===== src/rtl/bus_compare_unit.sv =====
// Dual-channel bus comparator with a safety FSM that drives the relay and heartbeat outputs.
// Latency: the strobe edge captures the words, the next edge compares them, and the edge after that updates the state.
// Backpressure: none; every busValid strobe is accepted and the outputs are always driven.
module bus_compare_unit #(
  parameter int WIDTH          = 16,
  parameter int MISMATCH_LIMIT = 3,
  parameter int TOGGLE_DIV     = 4,
  parameter int TIMEOUT        = 255,
  parameter bit RELAY_POL      = 1'b1
) (
  input  logic             clk,
  input  logic             rst,
  input  logic [WIDTH-1:0] busA,
  input  logic [WIDTH-1:0] busB,
  input  logic             busValid,
  input  logic             clrFault,
  output logic             relayCtrl,
  output logic             switchCtrl,
  output logic             fault,
  output logic [1:0]       faultCode,
  output logic [7:0]       mismatchTotal
);

  typedef enum logic [1:0] {IDLE, RUN, SUSPECT, FAULT} state_t;

  localparam logic [3:0] LIM    = 4'(MISMATCH_LIMIT);
  localparam logic [7:0] TO_CNT = 8'(TIMEOUT);
  localparam logic [2:0] DIVMAX = 3'(TOGGLE_DIV - 1);

  logic [WIDTH-1:0] capA, capB;
  logic             capVld, cmpVld, cmpMis;
  state_t           state, stateNxt;
  logic [3:0]       misCnt, misCntNxt, misInc;
  logic [1:0]       codeNxt;
  logic [7:0]       idleCnt;
  logic [2:0]       divCnt;
  logic             misHit, matchHit, timeoutHit, activeNxt;

  // Capture stage on the strobe, then a registered compare one clock later.
  always_ff @(posedge clk or negedge rst) begin
    if (!rst) begin
      capA   <= '0;
      capB   <= '0;
      capVld <= 1'b0;
      cmpVld <= 1'b0;
      cmpMis <= 1'b0;
    end else begin
      capVld <= busValid;
      if (busValid) begin
        capA <= busA;
        capB <= busB;
      end
      cmpVld <= capVld;
      cmpMis <= (capA != capB);
    end
  end

  assign misHit     = cmpVld && cmpMis;
  assign matchHit   = cmpVld && !cmpMis;
  assign misInc     = misCnt + 4'd1;
  assign timeoutHit = (idleCnt == TO_CNT);

  // Next-state decision; a mismatch reaching the limit outranks a timeout in the same cycle.
  always_comb begin
    stateNxt  = state;
    misCntNxt = misCnt;
    codeNxt   = faultCode;
    case (state)
      IDLE: begin
        if (misHit) begin
          misCntNxt = misInc;
          if (misInc >= LIM) begin
            stateNxt = FAULT;
            codeNxt  = 2'd1;
          end else begin
            stateNxt = SUSPECT;
          end
        end else if (matchHit) begin
          stateNxt = RUN;
        end
      end
      RUN, SUSPECT: begin
        if (misHit && (misInc >= LIM)) begin
          stateNxt  = FAULT;
          misCntNxt = misInc;
          codeNxt   = 2'd1;
        end else if (timeoutHit) begin
          stateNxt = FAULT;
          codeNxt  = 2'd2;
        end else if (misHit) begin
          stateNxt  = SUSPECT;
          misCntNxt = misInc;
        end else if (matchHit) begin
          stateNxt  = RUN;
          misCntNxt = 4'd0;
        end
      end
      FAULT: begin
        // Leaving FAULT drops any compare result landing in the same cycle.
        if (clrFault) begin
          stateNxt  = IDLE;
          misCntNxt = 4'd0;
          codeNxt   = 2'd0;
        end
      end
      default: stateNxt = IDLE;
    endcase
  end

  assign activeNxt = (stateNxt == RUN) || (stateNxt == SUSPECT);

  // State register, registered outputs, idle watchdog, heartbeat divider and mismatch tally.
  always_ff @(posedge clk or negedge rst) begin
    if (!rst) begin
      state         <= IDLE;
      misCnt        <= 4'd0;
      faultCode     <= 2'd0;
      fault         <= 1'b0;
      relayCtrl     <= ~RELAY_POL;
      idleCnt       <= 8'd0;
      divCnt        <= 3'd0;
      switchCtrl    <= 1'b0;
      mismatchTotal <= 8'd0;
    end else begin
      state     <= stateNxt;
      misCnt    <= misCntNxt;
      faultCode <= codeNxt;
      fault     <= (stateNxt == FAULT);
      relayCtrl <= activeNxt ? RELAY_POL : ~RELAY_POL;

      if ((state == FAULT) && clrFault) begin
        idleCnt <= 8'd0;
      end else if (busValid) begin
        idleCnt <= 8'd0;
      end else if (idleCnt != TO_CNT) begin
        idleCnt <= idleCnt + 8'd1;
      end

      // Divider is parked at zero in IDLE so a fresh RUN always starts a full half-period.
      if ((state == RUN) || (state == SUSPECT)) begin
        if (divCnt == DIVMAX) begin
          divCnt     <= 3'd0;
          switchCtrl <= ~switchCtrl;
        end else begin
          divCnt <= divCnt + 3'd1;
        end
      end else if (state == IDLE) begin
        divCnt <= 3'd0;
      end

      if (misHit && (mismatchTotal != 8'hFF)) begin
        mismatchTotal <= mismatchTotal + 8'd1;
      end
    end
  end

endmodule


===== config.mk =====
export PLATFORM = sky130hd
export DESIGN_NAME = bus_compare_unit
export DESIGN_NICKNAME = d
export VERILOG_FILES = /design/src/rtl/bus_compare_unit.sv
export SDC_FILE = /design/constraint.sdc
export NUM_CORES = 1
export LEC_CHECK = 0
export CORE_MARGIN = 10
export CORE_UTILIZATION = 30
export DETAILED_ROUTE_END_ITERATION = 6
export PLACE_DENSITY = 0.48
export SKIP_LAST_GASP = 1
export SLEW_MARGIN = 40
export SYNTH_ARGS = -nofsm -noshare
export SYNTH_HDL_FRONTEND = slang
export SYNTH_SLANG_ARGS = --single-unit

===== constraint.sdc =====
create_clock -name clk -period 5.6 [get_ports clk]
set_input_delay 1.68 -clock clk [delete_from_list [all_inputs] [get_ports clk]]
set_output_delay 1.68 -clock clk [all_outputs]
set_load 0.05 [all_outputs]

==> flow_summary.ini <==
[routing]
post-route-drc-count = 0
avgRoutedWirePerCell_um = 14.1
routed_wirelength_um = 6340
detail-route-antenna-nets = 0
detailedRoute.firstPassIterationCount = 4
vias = 2123
dr_iter_0_viols = 88
routed_via_density = 4.72

[global_routing]
global_route_wire_length_before_repair_um = 10600
grt_util_all_layers_pct = 8.90
grt_antenna_before_repair = 0
grt_pass1_vias = 2169
grt_overflow_total = 0
largest_net_degree_at_the_start_of_global_routing = 39

[yosys]
synth_top_cells_by_area = dfrtp_1 53%, mux2_2 12%, xor2_1 5.4%
syn-num-nets = 306
synth_async_sr_flop_share_pct = 100
synth_largest_type_area_fraction_pct = 53.0
largest_family_of_logic_cells_by_synthesized_area = multiplexers
synth-seq-area-share_pct = 53.0
ys_types = 46
synth_top_area_cell = dfrtp_1
synth_simple_gate_area_share_pct = 11.6
syn_inst = 261
synth_compound_gate_area_share_pct = 9.78
synthesis.area_per_instance_sq_um = 11.8
proportion_of_synthesized_area_in_mux_cells_pct = 12.8
synth_area_in_adders_pct = 3.67
number_of_synthesized_flops_with_an_enable_pin = 0
yosys_register_bits = 65
synth_flop_cell = dfrtp_1
synth_warnings = 0
post_synth_xor_area_fraction_pct = 7.42
mappedNetlistArea_sq_mm = 0.00307

[hold_path]
timing.hold.worst_path_depth = 0
hp-class = reg -> reg
hold_path.startpoint = capVld
min_to = cmpVld

[worst_setup_path]
reg2reg_to = misCnt[0]
worst-path-buf-inv = 1
timing.rr.start = state[1]
worst_endpoint_data_arrival_time_ns = 1.63
worst_setup_path_class = reg -> out
crit_path_cell_trace = clkdlybuf4s50_1
cp_slowest_cell = clkdlybuf4s50_1
crit_fanout = 6
worst_path_dominant_cell_family = buffers and inverters
timing.reg2reg.worst_path_depth = 6
ff2ff_setup_slack_ns = 3.45
timing.critical_path.from_type = register
setup.worst_path.end_class = output pin
cp_slowest_stage_delay_ns = 0.85
critPathRequiredTime_ns = 3.92

[pwr]
power-per-cell-area_mw_per_mm2 = 423
max_rail_drop_vdd_v = 0.000192
power_mw = 1.65
cellLeakagePower_nw = 1.65

[clock_network]
tritoncts_clock_tree = yes
cts_setup_buffers = 0
clock_tree.buffer_depth = 2
clk_root_buffer_cell = clkbuf_8
clock_latency_ns = 0.33
cts.htree.levels = 3
post_cts_hold_buffer_count = 0
cts-buffers-inserted = 9
clk_pin_slew_worst_paths_ns = 0.07
cts_num_sinks = 65
cts_repair_resize_count = 0

[cells_and_area]
final_net_count = 359
area_overhead_vs_synth_pct = 27.4
drive_above_1_share_pct = 17.7
layout.cells.non_filler = 450
final_core_utilization_pct = 39.7
n_antenna_cell = 0
post-route-cell-area_sq_mm = 0.00391

[floorplanning]
die_area_sq_mm = 0.0147
die_w_um = 121
core_area_sq_mm = 0.00986
initial_core_util_pct = 31.1
placement_row_count = 36
num_io_pins = 49
die_height_um = 121

[placed_design]
dp.cells = 436
port_buffers = 48
place_congestion = 0.762
postPlaceCellArea_sq_mm = 0.00370
detailedPlace.worstSlack_ns = 2.27
hpwlAfterDp_um = 4590

[timing]
sum_neg_setup_slack_ns = 0
tightestPinTransition_ns = 0.652
hold_viol = 0
maxClockFrequency_ghz = 0.303
finClkSkew_ns = 0.00677
final_period_minus_worst_setup_slack_ns = 3.31
unrepaired_setup_endpoints_after_global_routing = no
setup_slack_of_the_critical_path_after_layout_ns = 2.29
fin_worst_hold_slack_ns = 0.347
timing.final.max_slew_violations = 0
setup_viol_count_final = 0
post-route-period-util_pct = 59.0
slew-limit-headroom_pct = 56.6

[flow_run]
max-cap-violations = 0

[status]
status = finished, final reports clean
-- power by group --
| group | switching, mW | internal (mW) | total, mW |
|---|---|---|---|
| Clock | 0.168 | 0.269 | 0.437 |
| Sequential | 0.0854 | 0.557 | 0.642 |
| Combinational | 0.335 | 0.241 | 0.576 |
-- worst register-to-register path, stage by stage (launching register included) --
cell and delay (ns):
dfrtp_1 0.40, inv_1 0.08, ha_1 0.55, a21oi_1 0.12
o21ai_0 0.45, nor2_1 0.14, mux2_2 0.29
-- layout by cell type, fill, tap and decap left out, types with 5 or more instances in the layout --
cell / count
xor2_1: 19
xnor2_1: 7
nand2_1: 14
a21oi_1: 14
dfrtp_1: 65
nand4_1: 5
nor2_1: 10
ha_1: 9
inv_1: 6
nand3_1: 9
o21ai_0: 11
clkbuf_8: 11
clkdlybuf4s50_1: 47
mux2_2: 34
-- per-layer routing --
layer / GRT usage (%) / up-vias / routed length (um) / part of all wire (%)
li1: - / 1040 / - / -
met2: 12.9 / 54 / 2720 / 43
met1: 11.5 / 1025 / 3070 / 48
met5: 0 / - / 0 / 0
met3: 4.61 / 4 / 504 / 7.9
met4: 2.01 / 0 / 40 / 0.63
-- state kept, by name (all words and copies together) (netlist names), 2 cells and up --
| signal | flops |
|---|---|
| capA | 16 |
| state | 2 |
| idleCnt | 8 |
| capB | 16 |
| divCnt | 3 |
| mismatchTotal | 8 |
| faultCode | 2 |
| misCnt | 4 |
-- logic make-up (layout without fill, tap and decap cells) --
family	count (synthesis)	count (layout)
XOR/XNOR	26	26
AO/OA/AOI/OAI	46	46
multiplexers	35	35
AND/OR/NAND/NOR	66	66
adder cells (fa/ha/maj)	9	9
buffers and inverters	14	70
flip-flops	65	65
-- how the worst max path moves through the flow --
stage                          start          endpoint  slack [ns]  cells past startpoint
finish              mismatchTotal[2]  mismatchTotal[2]        2.29                      1
global route        mismatchTotal[2]  mismatchTotal[2]        2.25                      1
CTS                 mismatchTotal[2]  mismatchTotal[2]        2.28                      1
detailed placement          clrFault         misCnt[0]        2.27                      5
global placement            clrFault         misCnt[0]        2.30                      5
floorplan                   busValid           capA[0]        2.86                      3
-- cells in the mapped netlist, drive strengths merged, types with 2 or more instances --
master and number:
o21a 2, nand3 9, nand4 6, nor2b 4, nor4 4, nor2 11
inv 6, nor3 3, nand2b 2, nand3b 2, a21oi 14, ha 9
clkbuf 7, and2 2, o21ai 12, dfrtp 65, xnor2 7, or2 2
o41ai 2, o31ai 2, xor2 19, and3 4, a31oi 3, nand2 14
mux2 34
-- area by class of cell --
class	instances	area [sq um]
Timing Repair Buffer	50	490
Clock inverter	3	65.1
Tap cell	133	166
Fill cell	944	5950
Sequential cell	65	1630
Clock buffer	11	151
Multi-Input combinational cell	182	1390
Inverter	6	22.5
Power figures use the tool's default switching activity.
